$ cat src/rtl/jk_cmd_arbiter.sv
// jk_cmd_arbiter: round-robin arbiter that shares a bank of NFF JK cells
// between NREQ command sources. A winning command is captured into a
// one-deep stage register and applied to its cell on the following edge.
// Optional build macro: JK_ARB_ASSERT_EN compiles in concurrent SVA checks.
module jk_cmd_arbiter #(
  parameter int NREQ = 4,
  parameter int NFF  = 8,
  localparam int AW  = $clog2(NFF)
) (
  input  logic               clk,
  input  logic               rst_n,
  input  logic [NREQ-1:0]    req,
  input  logic [2*NREQ-1:0]  cmd,
  input  logic [AW*NREQ-1:0] addr,
  output logic [NREQ-1:0]    gnt,
  output logic               upd_vld,
  output logic [AW-1:0]      upd_addr,
  output logic [NFF-1:0]     q,
  output logic [NFF-1:0]     q_bar
);

  localparam int unsigned NREQ_U = NREQ;
  localparam int unsigned PW     = (NREQ > 1) ? $clog2(NREQ) : 1;

  typedef enum logic [1:0] {
    JK_HOLD   = 2'b00,
    JK_RESET  = 2'b01,
    JK_SET    = 2'b10,
    JK_TOGGLE = 2'b11
  } jk_cmd_e;

  logic [NREQ-1:0] gnt_q, gnt_d;
  logic [PW-1:0]   ptr_q, ptr_d;
  logic            stage_vld_q, stage_vld_d;
  jk_cmd_e         stage_cmd_q, stage_cmd_d;
  logic [AW-1:0]   stage_addr_q, stage_addr_d;
  logic [NFF-1:0]  q_q, q_d;
  logic            upd_vld_q, upd_vld_d;
  logic [AW-1:0]   upd_addr_q, upd_addr_d;

  logic [1:0]      cmd_a  [NREQ];
  logic [AW-1:0]   addr_a [NREQ];
  logic [NREQ-1:0] elig;
  logic            win_vld;
  logic [PW-1:0]   win_idx;
  int unsigned     cand;

  // Split the flat per-requester command/address buses into arrays.
  always_comb begin
    for (int unsigned i = 0; i < NREQ_U; i++) begin
      cmd_a[i]  = cmd[2*i +: 2];
      addr_a[i] = addr[AW*i +: AW];
    end
  end

  // Round-robin search from ptr; a requester holding gnt this cycle is skipped.
  always_comb begin
    elig    = req & ~gnt_q;
    win_vld = 1'b0;
    win_idx = '0;
    cand    = 0;
    for (int unsigned off = 0; off < NREQ_U; off++) begin
      cand = (32'(ptr_q) + off) % NREQ_U;
      if (!win_vld && elig[PW'(cand)]) begin
        win_vld = 1'b1;
        win_idx = PW'(cand);
      end
    end
  end

  // Grant, stage capture and pointer advance for the next edge.
  always_comb begin
    gnt_d        = '0;
    stage_vld_d  = win_vld;
    stage_cmd_d  = stage_cmd_q;
    stage_addr_d = stage_addr_q;
    ptr_d        = ptr_q;
    if (win_vld) begin
      gnt_d[win_idx] = 1'b1;
      stage_cmd_d    = jk_cmd_e'(cmd_a[win_idx]);
      stage_addr_d   = addr_a[win_idx];
      ptr_d          = (win_idx == PW'(NREQ_U - 1)) ? '0 : win_idx + 1'b1;
    end
  end

  // JK update of the staged cell; other cells keep their value.
  always_comb begin
    q_d        = q_q;
    upd_vld_d  = stage_vld_q;
    upd_addr_d = upd_addr_q;
    if (stage_vld_q) begin
      upd_addr_d = stage_addr_q;
      unique case (stage_cmd_q)
        JK_HOLD:   q_d[stage_addr_q] = q_q[stage_addr_q];
        JK_RESET:  q_d[stage_addr_q] = 1'b0;
        JK_SET:    q_d[stage_addr_q] = 1'b1;
        JK_TOGGLE: q_d[stage_addr_q] = ~q_q[stage_addr_q];
      endcase
    end
  end

  // Arbiter state: grant pulse, stage register, round-robin pointer.
  always_ff @(posedge clk or negedge rst_n) begin
    if (!rst_n) begin
      gnt_q        <= '0;
      ptr_q        <= '0;
      stage_vld_q  <= 1'b0;
      stage_cmd_q  <= JK_HOLD;
      stage_addr_q <= '0;
    end else begin
      gnt_q        <= gnt_d;
      ptr_q        <= ptr_d;
      stage_vld_q  <= stage_vld_d;
      stage_cmd_q  <= stage_cmd_d;
      stage_addr_q <= stage_addr_d;
    end
  end

  // Cell bank and update report; reset drops any staged command.
  always_ff @(posedge clk or negedge rst_n) begin
    if (!rst_n) begin
      q_q        <= '0;
      upd_vld_q  <= 1'b0;
      upd_addr_q <= '0;
    end else begin
      q_q        <= q_d;
      upd_vld_q  <= upd_vld_d;
      upd_addr_q <= upd_addr_d;
    end
  end

  assign gnt      = gnt_q;
  assign upd_vld  = upd_vld_q;
  assign upd_addr = upd_addr_q;
  assign q        = q_q;
  assign q_bar    = ~q_q;

`ifdef JK_ARB_ASSERT_EN
  a_gnt_onehot: assert property (@(posedge clk) disable iff (!rst_n)
    $onehot0(gnt_q))
    $info("gnt onehot0 ok");
    else $error("gnt not onehot0 at %0t", $time);

  a_gnt_no_repeat: assert property (@(posedge clk) disable iff (!rst_n)
    (gnt_q & $past(gnt_q)) == '0)
    $info("gnt no-repeat ok");
    else $error("gnt bit high two cycles at %0t", $time);

  a_hold: assert property (@(posedge clk) disable iff (!rst_n)
    (upd_vld_q && $past(stage_cmd_q) == JK_HOLD) |->
      q_q[upd_addr_q] == $past(q_q[stage_addr_q]))
    $info("hold ok");
    else $error("hold update wrong at %0t", $time);

  a_reset: assert property (@(posedge clk) disable iff (!rst_n)
    (upd_vld_q && $past(stage_cmd_q) == JK_RESET) |-> !q_q[upd_addr_q])
    $info("reset ok");
    else $error("reset update wrong at %0t", $time);

  a_set: assert property (@(posedge clk) disable iff (!rst_n)
    (upd_vld_q && $past(stage_cmd_q) == JK_SET) |-> q_q[upd_addr_q])
    $info("set ok");
    else $error("set update wrong at %0t", $time);

  a_toggle: assert property (@(posedge clk) disable iff (!rst_n)
    (upd_vld_q && $past(stage_cmd_q) == JK_TOGGLE) |->
      q_q[upd_addr_q] != $past(q_q[stage_addr_q]))
    $info("toggle ok");
    else $error("toggle update wrong at %0t", $time);

  a_qbar: assert property (@(posedge clk) disable iff (!rst_n)
    q_bar == ~q)
    $info("q_bar ok");
    else $error("q_bar != ~q at %0t", $time);

  for (genvar g = 0; g < NREQ; g++) begin : g_live
    a_live: assert property (@(posedge clk) disable iff (!rst_n)
      (req[g] && !gnt_q[g]) |-> ##[1:NREQ+1] gnt_q[g])
      $info("req %0d granted", g);
      else $error("req %0d starved at %0t", g, $time);
  end
`endif

endmodule

$ cat config.mk
export PLATFORM = sky130hd
export DESIGN_NAME = jk_cmd_arbiter
export DESIGN_NICKNAME = d
export VERILOG_FILES = /design/src/rtl/jk_cmd_arbiter.sv
export SDC_FILE = /design/constraint.sdc
export NUM_CORES = 1
export LEC_CHECK = 0
export ABC_AREA = 1
export CAP_MARGIN = 10
export CORE_MARGIN = 5
export CORE_UTILIZATION = 49
export CTS_CLUSTER_DIAMETER = 80
export DETAILED_ROUTE_END_ITERATION = 10
export GPL_ROUTABILITY_DRIVEN = 0
export PLACE_DENSITY = 0.8
export SETUP_SLACK_MARGIN = 0.3
export SLEW_MARGIN = 15
export SYNTH_ARGS = -nofsm -noshare
export SYNTH_HDL_FRONTEND = slang
export SYNTH_SLANG_ARGS = --single-unit
$ cat constraint.sdc
create_clock -name clk -period 2.03 [get_ports clk]
set_input_delay 0.609 -clock clk [delete_from_list [all_inputs] [get_ports clk]]
set_output_delay 0.609 -clock clk [all_outputs]
set_load 0.01 [all_outputs]
==> flow_metrics.py, run 1 <==
metrics = {
    "clock_network": {
        "clockRootBuffer": "clkbuf_8",
        "cts_tree": "yes",
        "h-tree-depth": 1,
        "cts_buffers": 3,
        "clkTransAtPathRegs_ps": 90,
        "holdBufCountCts": 0,
        "clock_path_buffers": 2,
        "clkSinkCount": 24,
        "clk_latency_ps": 280,
    },
    "floorplanning": {
        "rows": 22,
        "start_util": 0.512,
        "ioPinCount": 50,
        "coreArea_mm2": 0.00372,
        "chipHeight_um": 72.3,
        "die-area_mm2": 0.00523,
        "die_x_um": 72.3,
    },
    "hold_path": {
        "hold_path.startpoint": "upd_addr[0]$_DFFE_PN0P_",
        "min_path_type": "reg -> reg",
        "whs_endpoint": "upd_addr[0]$_DFFE_PN0P_",
        "holdPathStages": 2,
    },
    "final_layout": {
        "diodes": 0,
        "drive_gt1_frac": 0.224,
        "nets": 383,
        "area_growth_pct": 51.8,
        "postLayoutCoreUtil": 0.778,
    },
    "timing": {
        "finalMaxSlewViolations": 0,
        "rsz0062_at_grt": "yes",
        "setup_slack_ps": 147,
        "slew_headroom": 0.753,
        "clock_skew_ps": 8.46,
        "max_freq_ghz": 0.531,
        "setup_violations": 0,
        "hold_viol": 0,
        "finalCriticalPeriod_ps": 1880,
        "tightestPinTransition_ps": 371,
        "post-route-period-util": 0.928,
    },
    "yosys": {
        "yosys-top-cells-count": "63 x inv_1, 61 x nand2_1, 28 x nand3_1",
        "ys.flop_type": "dfrtp_1",
        "yosysTopAreaCell": "dfrtp_1",
        "yosysWarnings": 0,
        "synth_cell_types": 26,
        "synth_edf_count": 0,
        "synth_area_mm2": 0.00190,
        "ys_async_sr_fraction": 1.00,
        "ys_ff_latch": 24,
        "syn_area_per_cell_um2": 6.52,
        "ys_top_cells_by_area": "dfrtp_1 32%, inv_1 12%, nand2_1 12%",
        "syn_nets": 322,
        "ys_seq_area_frac": 0.315,
        "yosysMostFrequentCell": "inv_1",
        "synth_top_area_frac": 0.315,
        "synthCells": 292,
    },
    "worst_setup_path": {
        "critPathMaxStageDelay_ps": 290,
        "crit_top_cell": "nand2_1",
        "crit_slowest_cell": "dlygate4sd2_1",
        "start_kind": "input port",
        "worst_setup_path_end_kind": "flop",
        "required_ps": 2210,
        "r2r_cells": 11,
        "r2r-start": "ptr_q[0]$_DFFE_PN0P_",
        "arrival_ps": 2060,
        "worst-setup-path-type": "in -> reg",
        "cp_max_fo": 3,
        "crit_chain": "dlygate4sd2_1 > nand3_2 > nand2_1 > nand2_1 > nand2_1 > nand4_1 > nand3_2 > nand2_4 > buf_6 > ha_2 > inv_1 > nor2_2",
        "path_depth": 12,
        "rr_endpoint": "gnt[1]$_DFF_PN0_",
        "crit_family": "simple AND/OR/NAND/NOR gates",
        "rrSetupSlack_ps": 160,
        "worst-path-buf-inv": 3,
    },
    "grt": {
        "first_global_vias": 2032,
        "antenna_found_initial": 0,
        "grt_usage": 0.206,
        "grt_pass1_wl_um": 8830,
        "grt-ovfl-total": 0,
        "grt_max_degree": 25,
    },
    "run_status": {
        "status": "finished, final reports clean",
    },
    "placement": {
        "pre_cts_ws_ps": -362,
        "dp_hpwl_um": 3560,
        "place.port_buffers": 49,
    },
    "routing": {
        "drc": 0,
        "first_pass_iters": 4,
        "wl_per_cell_um": 14.0,
        "ant_nets": 0,
        "routed_wl_um": 5610,
        "drt_iter0_markers": 191,
        "via_per_inst": 5.41,
        "via_count": 2163,
    },
    "run": {
        "drv_cap": 0,
    },
}
cells by family (layout without fill, tap and decap cells):
family / after synthesis / count (layout) / synth area share
AO/OA/AOI/OAI: 29 / 29 / 0.0880
adder cells (fa/ha/maj): 4 / 4 / 0.0263
buffers and inverters: 75 / 134 / 0.159
flip-flops: 24 / 24 / 0.315
AND/OR/NAND/NOR: 160 / 161 / 0.411
how the worst max path moves through the flow:
stage | startpoint | endpoint | slack, ps
4_1_cts | ptr_q[0]$_DFFE_PN0P_ | ptr_q[1]$_DFFE_PN0P_ | 230
3_3_place_gp | req[2] | ptr_q[1]$_DFFE_PN0P_ | -290
5_1_grt | req[3] | gnt[1]$_DFF_PN0_ | 60
2_1_floorplan | ptr_q[0]$_DFFE_PN0P_ | ptr_q[1]$_DFFE_PN0P_ | 280
6_report | req[3] | gnt[1]$_DFF_PN0_ | 150
3_5_place_dp | req[2] | ptr_q[1]$_DFFE_PN0P_ | -360
layout make-up:
type                       instances  area (µm²)
clock inverter                     1        30.0
clock buffer                       3        41.3
inverter                          67         275
timing repair buffer              63         609
multi-input combinational        194        1270
sequential                        24         603
fill                             253         826
tap                               48        60.1
metal layers:
layer  vias up  GRT usage  share of wire
li1       1064          -              -
met1       995      0.263           0.41
met2        94      0.356           0.51
met3        10     0.0319          0.063
met4         0     0.0605          0.017
met5         -          0              0
metrics by stage:
step                TNS (ps)  instance area [µm²]  std cells  hold slack, ps
finish                     0                 2890        400             522
CTS                        0                 2750        398             500
floorplan                  0                 1970        292             313
global placement       -2510                 2540        389             472
global route               0                 2890        400             560
detailed placement     -3120                 2540        389             483
placed cells by master (no fill, tap or decap), types with 3 or more instances in the layout:
cell type | Yosys | routed
a211oi_1 | 7 | 7
a21oi_1 | 7 | 7
buf_4 | 2 | 5
buf_6 | 1 | 8
clkbuf_8 | 0 | 3
clkdlybuf4s15_1 | 0 | 5
clkdlybuf4s50_1 | 0 | 21
dfrtp_1 | 24 | 22
dlygate4sd2_1 | 0 | 21
inv_1 | 63 | 60
nand2_1 | 61 | 51
nand2_2 | 9 | 10
nand2_4 | 1 | 8
nand3_1 | 28 | 12
nand3_2 | 5 | 15
nand3_4 | 1 | 8
nand4_1 | 14 | 14
nor2_1 | 24 | 22
nor3_1 | 9 | 8
nor4_1 | 7 | 7
o21ai_0 | 13 | 12
what timing repair did:
action                                  4_1_cts  5_1_grt
gates cloned                                  2        1
setup buffers                                 3        1
pin swaps                                    23       17
gates resized for setup                      62       36
endpoints found under the setup margin       35       20
worst reg2reg max path, cell delays in order (launching register included):
cell and delay [ps]:
dfrtp_2 470, buf_6 170, nand3_4 100, nand3_2 140, nand2_8 130, nand4_1 130, nand3_2 120, nand2_4 90
buf_6 130, ha_2 170, inv_1 80, nor2_2 50
Power of run 1 is not shown: default switching activity piles up to over one toggle a cycle in this logic, so the estimate is an artifact.
==> run 2, diff against run 1 <==
SKIP_LAST_GASP = 1   (was default)
==> results of run 2 <==
Same layout as run 1: the final DEF is identical, and so are final timing and power.
Power of run 2 is left out for the same reason.
